$ cat config.mk
export PLATFORM = sky130hd
export DESIGN_NAME = sn_pattern_tx
export DESIGN_NICKNAME = d
export VERILOG_FILES = /design/src/rtl/sn_pkg.sv /design/src/rtl/sn_pattern_tx.sv
export SDC_FILE = /design/constraint.sdc
export NUM_CORES = 1
export LEC_CHECK = 0
export ABC_AREA = 0
export CAP_MARGIN = 20
export CORE_MARGIN = 4
export CORE_UTILIZATION = 48
export DETAILED_ROUTE_END_ITERATION = 8
export MAX_ROUTING_LAYER = met4
export PLACE_DENSITY = 0.81
export SETUP_SLACK_MARGIN = 0.02
export SYNTH_ARGS = -nofsm -noshare
export SYNTH_HDL_FRONTEND = slang
export SYNTH_SLANG_ARGS = --single-unit
$ cat constraint.sdc
create_clock -name clk -period 2.15 [get_ports clk]
set_input_delay 0.645 -clock clk [delete_from_list [all_inputs] [get_ports clk]]
set_output_delay 0.645 -clock clk [all_outputs]
set_load 0.05 [all_outputs]
$ cat src/rtl/sn_pkg.sv
// sn_pkg: shared state encoding and default 10010 pattern for the serial sequence path
package sn_pkg;
  localparam int SN_PAT_W = 5;
  localparam logic [SN_PAT_W-1:0] SN_PAT_10010 = 5'b10010;
  typedef enum logic [1:0] {
    ST_IDLE  = 2'd0,
    ST_SHIFT = 2'd1,
    ST_GAP   = 2'd2,
    ST_DONE  = 2'd3
  } state_e;
endpackage

$ cat src/rtl/sn_pattern_tx.sv
// sn_pattern_tx: shifts PAT out MSB first rep_i times with gap_i zero bits between reps; ports clk/rst_n, start_i/rep_i/gap_i/abort_i in, sn_o/sn_vld_o/busy_o/done_o registered out
module sn_pattern_tx
  import sn_pkg::*;
#(
  parameter int                PAT_W = SN_PAT_W,
  parameter logic [PAT_W-1:0]  PAT   = SN_PAT_10010,
  parameter int                REP_W = 8,
  parameter int                GAP_W = 4
) (
  input  logic             clk,
  input  logic             rst_n,
  input  logic             start_i,
  input  logic [REP_W-1:0] rep_i,
  input  logic [GAP_W-1:0] gap_i,
  input  logic             abort_i,
  output logic             sn_o,
  output logic             sn_vld_o,
  output logic             busy_o,
  output logic             done_o
);
  localparam int IW = $clog2(PAT_W);
  localparam logic [IW-1:0] LAST = IW'(PAT_W - 1);
  state_e           state_q, state_d;
  logic [IW-1:0]    bit_q, bit_d;
  logic [REP_W-1:0] rep_q, rep_d;
  logic [GAP_W-1:0] gap_q, gap_d, gcnt_q, gcnt_d;
  logic             sn_d, vld_d, busy_d, done_d;
  always_comb begin
    state_d = state_q;
    bit_d   = bit_q;
    rep_d   = rep_q;
    gap_d   = gap_q;
    gcnt_d  = gcnt_q;
    case (state_q)
      ST_IDLE: if (start_i) begin
        rep_d   = rep_i;
        gap_d   = gap_i;
        bit_d   = LAST;
        state_d = (rep_i != '0) ? ST_SHIFT : ST_DONE;
      end
      ST_SHIFT: if (abort_i) state_d = ST_IDLE;
        else if (bit_q != '0) bit_d = bit_q - 1'b1;
        else begin
          rep_d   = rep_q - 1'b1;
          bit_d   = LAST;
          gcnt_d  = gap_q;
          state_d = (rep_q == REP_W'(1)) ? ST_DONE : (gap_q != '0) ? ST_GAP : ST_SHIFT;
        end
      ST_GAP: if (abort_i) state_d = ST_IDLE;
        else begin
          gcnt_d  = gcnt_q - 1'b1;
          state_d = (gcnt_q == GAP_W'(1)) ? ST_SHIFT : ST_GAP;
        end
      default: state_d = ST_IDLE;
    endcase
    sn_d   = (state_d == ST_SHIFT) && PAT[bit_d];
    vld_d  = (state_d == ST_SHIFT) || (state_d == ST_GAP);
    busy_d = state_d != ST_IDLE;
    done_d = state_d == ST_DONE;
  end
  always_ff @(posedge clk or negedge rst_n)
    if (!rst_n) begin
      state_q  <= ST_IDLE;
      bit_q    <= '0;
      rep_q    <= '0;
      gap_q    <= '0;
      gcnt_q   <= '0;
      sn_o     <= 1'b0;
      sn_vld_o <= 1'b0;
      busy_o   <= 1'b0;
      done_o   <= 1'b0;
    end else begin
      state_q  <= state_d;
      bit_q    <= bit_d;
      rep_q    <= rep_d;
      gap_q    <= gap_d;
      gcnt_q   <= gcnt_d;
      sn_o     <= sn_d;
      sn_vld_o <= vld_d;
      busy_o   <= busy_d;
      done_o   <= done_d;
    end
endmodule

# After elaboration in Yosys (flattened, before gate mapping)

Memories as Yosys holds them, arrays and structs flattened.
Index checks and enable logic that the tools add are counted.

Memory bits (writable): 0
Logic and storage cells: 59
Memories kept: 1
Memory bits (read-only): 8
Latch bits: 0
Register bits after elaboration: 25
Output and inout bits: 4

Reduce and logical (&&, ||, !) cells: 12
Muxes and demuxes: 22
Bitwise operators: 0
Shift-type cells: 0
Divide/modulo/power cells: 0
Multipliers: 0
Order comparisons: 1
Equal/unequal tests: 11
Add/sub/neg operators: 3

Memories:

| name            | depth | width | read ports | clocked after Yosys merged registers in | write ports | RTL line            | source |
|---|---|---|---|---|---|---|---|
| (no name shown) | 8     | 1     | 1          | 0                                       | 0           | sn_pattern_tx.sv:56 | `sn_d = (state_d == ST_SHIFT) && PAT[bit_d];` |

Operator list:

| kind                                                                         | count |
|---|---|
| 8-bit 2-to-1 mux                                                             | 3 |
| 2-bit 2-to-1 mux                                                             | 8 |
| 8-bit one-hot mux with 2 select lines                                        | 1 |
| 4-bit 2-to-1 mux                                                             | 3 |
| 3-bit 2-to-1 mux                                                             | 3 |
| 8-bit by 1-bit == test with 1-bit output, second input constant              | 1 |
| 2-bit inequality test, second input constant                                 | 4 |
| 4-bit one-hot mux with 2 select lines                                        | 1 |
| 4-bit AND reduction                                                          | 2 |
| 8-bit nonzero test                                                           | 1 |
| 8-bit by 1-bit subtractor with 8-bit output, second input constant           | 1 |
| 2-bit == test, second input constant                                         | 3 |
| 2-bit one-hot mux with 3 select lines                                        | 1 |
| 3-bit one-hot mux with 2 select lines                                        | 1 |
| 2-bit nonzero test                                                           | 3 |
| 2-bit by 1-bit == test with 1-bit output, second input constant              | 2 |
| 4-bit by 1-bit == test with 1-bit output, second input constant              | 1 |
| 3-bit by 4-bit less-than comparator with 1-bit output, second input constant | 1 |
| 4-bit nonzero test                                                           | 1 |
| 4-bit by 1-bit subtractor with 4-bit output, second input constant           | 1 |
| 3-bit nonzero test                                                           | 1 |
| 3-bit by 1-bit subtractor with 3-bit output, second input constant           | 1 |
| 2-bit logical NOT                                                            | 1 |
| 2-bit AND reduction                                                          | 1 |
| other kinds (3)                                                              | 3 |

# Longest topological paths before layout

Word-level depth: 8
Depth in mapped cells: 8
Mapped depth without buffers: 8

# Worst setup path before layout

Ideal clock, no wire load.

Kind: input -> register
From: input abort_i
To: register sn_o
Required time: 2.028 ns
Buffers on the path: 1
Setup time: 0.122 ns
Stages: 8
Slack: -0.063 ns
Data arrival time: 2.091 ns
Cell sequence: or3b_1 -> buf_6 -> nor2_1 -> a32oi_1 -> o211a_1 -> ha_1 -> and2_1 -> a32o_1

Cells in the longest elaborated chain, start to end: 5

RTL lines:

| item                                   | RTL line            | source |
|---|---|---|
| start, declared                        | sn_pattern_tx.sv:15 | `input logic abort_i,` |
| 3-bit 2-to-1 mux                       | sn_pattern_tx.sv:41 | `ST_SHIFT: if (abort_i) state_d = ST_IDLE;` |
| 3-bit one-hot mux with 2 select lines  | sn_pattern_tx.sv:34 | `case (state_q)` |
| memory 8 x 1 bit                       | --                  |  |
| 1-bit 2-to-1 mux (implied by the code) | sn_pattern_tx.sv:56 |  |
| 1-bit logical AND (*)                  | sn_pattern_tx.sv:56 |  |
| named net sn_d                         | sn_pattern_tx.sv:27 | `logic sn_d, vld_d, busy_d, done_d;` |
| end signal, assigned                   | sn_pattern_tx.sv:78 | `sn_o <= sn_d;` |
| end, declared                          | sn_pattern_tx.sv:16 | `output logic sn_o,` |

The timed path passes the listed nets; every way through them passes the cells marked *. The select of a mux whose other input is x is not followed.
A chain may end at the register's enable or synchronous reset.

# Worst setup path after layout

From: input rep_i[5]
To: register sn_o

Cells in the longest elaborated chain, start to end: 6

RTL lines:

| item                                     | RTL line            | source |
|---|---|---|
| start, declared                          | sn_pattern_tx.sv:13 | `input logic [REP_W-1:0] rep_i,` |
| 8-bit nonzero test                       | sn_pattern_tx.sv:39 | `state_d = (rep_i != '0) ? ST_SHIFT : ST_DONE;` |
| 2-bit 2-to-1 mux                         | sn_pattern_tx.sv:39 |  |
| 2-bit 2-to-1 mux                         | sn_pattern_tx.sv:35 | `ST_IDLE: if (start_i) begin` |
| 2-bit one-hot mux with 3 select lines    | sn_pattern_tx.sv:34 |  |
| 2-bit by 1-bit == test with 1-bit output | sn_pattern_tx.sv:56 |  |
| 1-bit logical AND                        | sn_pattern_tx.sv:56 |  |
| named net sn_d                           | sn_pattern_tx.sv:27 |  |

The timed path passes the listed nets, and every way through them passes these cells.

==> flow_summary.toml <==
[finish]
fill_cells = 213
drive_gt1_share_pct = 23.3
final-seq-area_um2 = 626
layout.nets = 226
post-route-util_pct = 68.6
diodes = 0
area_delta_synth_final_pct = 33.9
multi_input_area_um2 = 797

[place]
gp_congestion = 0.916
dp_hpwl_um = 2780
port_buffers = 19
pre_cts_ws_ns = -0.492

[critical_path]
cp.arrival_ns = 2.37
worstPathMaxFanout = 2
crit_type = "in -> reg"
path_delay_family = "compound AO/OA/AOI/OAI gates"
path_cells = "clkdlybuf4s50_1 -> nor4_2 -> a32oi_2 -> o211a_1 -> ha_1 -> and2_1 -> a32o_1"
setup.worst_path.end_class = "flip-flop"
crit_buf_inv = 1
max_stage_delay_ns = 0.45
timing.critical_path.from_type = "primary input"
critPathLaunch = "rep_i[5]"
r2r-start = "state_q[0]"
crit_required_ns = 2.39
slowest_stage = "clkdlybuf4s50_1"

[outcome]
outcome = "complete, no violations"

[timing]
rsz0062_at_grt = "true"
slew_headroom_pct = 63.4
hold_ws_ns = 0.519
fmax_mhz = 468
final_hold_viol_count = 0
worst_slack_ns = 0.0144
post-route-min-period_ns = 2.14
finalSetupViolations = 0
finalMaxSlewViolations = 0
fin_crit_sh_pct = 99.3
skew_ns = 0.00280
fin_setup_tns_ns = 0
worst_pin_slew_ns = 0.544

[synthesis]
yosysMostFrequentCell = "dfrtp_1"
synth_edf_count = 0
synth-seq-cells = 25
synthTopCellsByArea = "dfrtp_1 44%, ha_1 6.1%, nand2_1 5.0%"
synth_area_leader_cell = "dfrtp_1"
synth_area_mm2 = 0.00144
synth_top_area_share_pct = 43.5
netlist_instances = 157
synth.distinct_cells = 41
yosysWarnings = 0
syn_area_per_cell_um2 = 9.16
yosysSeqAreaShare_pct = 43.5
syn-num-nets = 180
async_flop_share_pct = 100
synthTopCellsByCount = "25 x dfrtp_1, 19 x nand2_1, 14 x nor2_1"
ys.flop_type = "dfrtp_1"

[clock_network]
cts_buffer_depth = 2
cts_sinks = 25
numCtsBuffers = 3
cts_hold_buffers = 0
worstSkewPairLatency_ns = 0.33
htree_num_levels = 1
clockRootBuffer = "clkbuf_4"
cts.clk_slew.worst_paths_ns = 0.13
cts_tree = "built"

[global_route]
grt_pass1_vias = 1423
gr-total-overflow = 0
grt_max_degree = 26
globalRouteTotalUtil_pct = 21.1
grt_pass1_wl_um = 6550
grt_antenna_before_repair = 0

[routing]
drc = 0
wl_per_cell_um = 16.1
wl_um = 3760
drt_first_iter_violations = 106
vias_per_cell = 5.88
firstDrtPassIters = 4
vias = 1370
drtAntennaViolNets = 0

[power_and_ir_drop]
power.density_mw_per_mm2 = 1210
ir_drop_mv = 0.631
p_total_w = 0.00233
power_leakage_nw = 0.913

[die]
start_util_pct = 51.2
die_y_um = 62.7
ios = 20
core_area_mm2 = 0.00281
fp.dieArea_mm2 = 0.00393
fp.dieW_um = 62.7
rows = 19

[run]
drv_cap = 0

[min_path]
hp-class = "reg -> reg"
hold_path.startpoint = "gap_q[3]"
-- power breakdown --
group	switching (W)	internal, W	leakage, nW
logic	0.000677	0.000547	0.594
registers	0.000208	0.000678	0.301
clock network	0.000145	0.0000701	0.0177
total	0.00103	0.00130	0.913
-- flip-flops by register name, indices dropped and copies added (netlist names) --
name / flops
rep_q: 8
gap_q: 4
gcnt_q: 4
bit_q: 3
state_q: 2
busy_o: 1
done_o: 1
sn_o: 1
sn_vld_o: 1
-- through the flow --
stage,instance area [um^2],instances
after CTS,1910,233
after detailed placement,1830,226
after floorplan,1460,157
after global routing,1920,233
after global placement,1830,226
final,1920,233
-- metal layers --
layer	wire, um	global-route usage, %	vias to the layer above
li1	-	-	655
met1	1480	23.6	644
met2	1910	35.7	52
met3	214	3.96	19
met4	161	11.0	0
met5	0	-	-
-- path summary, 6_finish.rpt --
| check | to | slack (ns) | cells after the start |
|---|---|---|---|
| worst max-delay path | sn_o | 0.01 | 7 |
| worst min-delay path | gap_q[3] | 0.52 | 2 |
| worst max register to register | sn_o | 0.12 | 7 |
| worst min register to register | gap_q[3] | 0.52 | 2 |
| max in group asynchronous | bit_q[1] | 1.25 | 2 |
| min in group asynchronous | rep_q[1] | 0.66 | 2 |
-- layout by cell type, fill, tap and decap left out, types with 4 or more instances in the layout --
cell / instances
buf_4: 28
inv_1: 7
dlymetal6s2s_1: 5
clkdlybuf4s50_1: 11
o21ai_0: 10
nand3_1: 4
nor3_1: 5
a21oi_1: 9
ha_1: 7
nor2_1: 13
dfrtp_1: 25
nand2_1: 19
o21a_1: 4
-- worst register-to-register path: stages, from the launching register on --
cell     delay (ns)
dfrtp_1        0.51
or3b_4         0.44
nor2_4         0.13
nand3_2        0.09
o211a_1        0.17
ha_1           0.20
and2_1         0.14
a32o_1         0.24
-- cell type report --
type,instances,share of cell area [%]
clock buffers,3,1.17
clock inverters,1,0.260
multi-input cells,119,41.4
flip-flops and latches,25,32.5
repair buffers,47,21.3
well taps,31,2.02
inverters,7,1.37
-- cell families (layout without fill, tap and decap cells) --
| kind of cell | Yosys count | in the layout | synth area share [%] |
|---|---|---|---|
| AOI/OAI and AO/OA | 47 | 47 | 22.8 |
| and+or+nand+nor | 64 | 64 | 22.3 |
| adders and majority gates | 7 | 7 | 6.09 |
| buffers and inverters | 13 | 58 | 4.61 |
| DFF | 25 | 25 | 43.5 |
| muxes | 1 | 1 | 0.696 |
-- timing repair --
item | in CTS | in global routing
resized for setup | 8 | 6
pin swaps | 5 | 4
setup endpoints to repair | 2 | 5
buffers inserted | 3 | 0
Note: power is estimated with default switching activity, not from simulation.
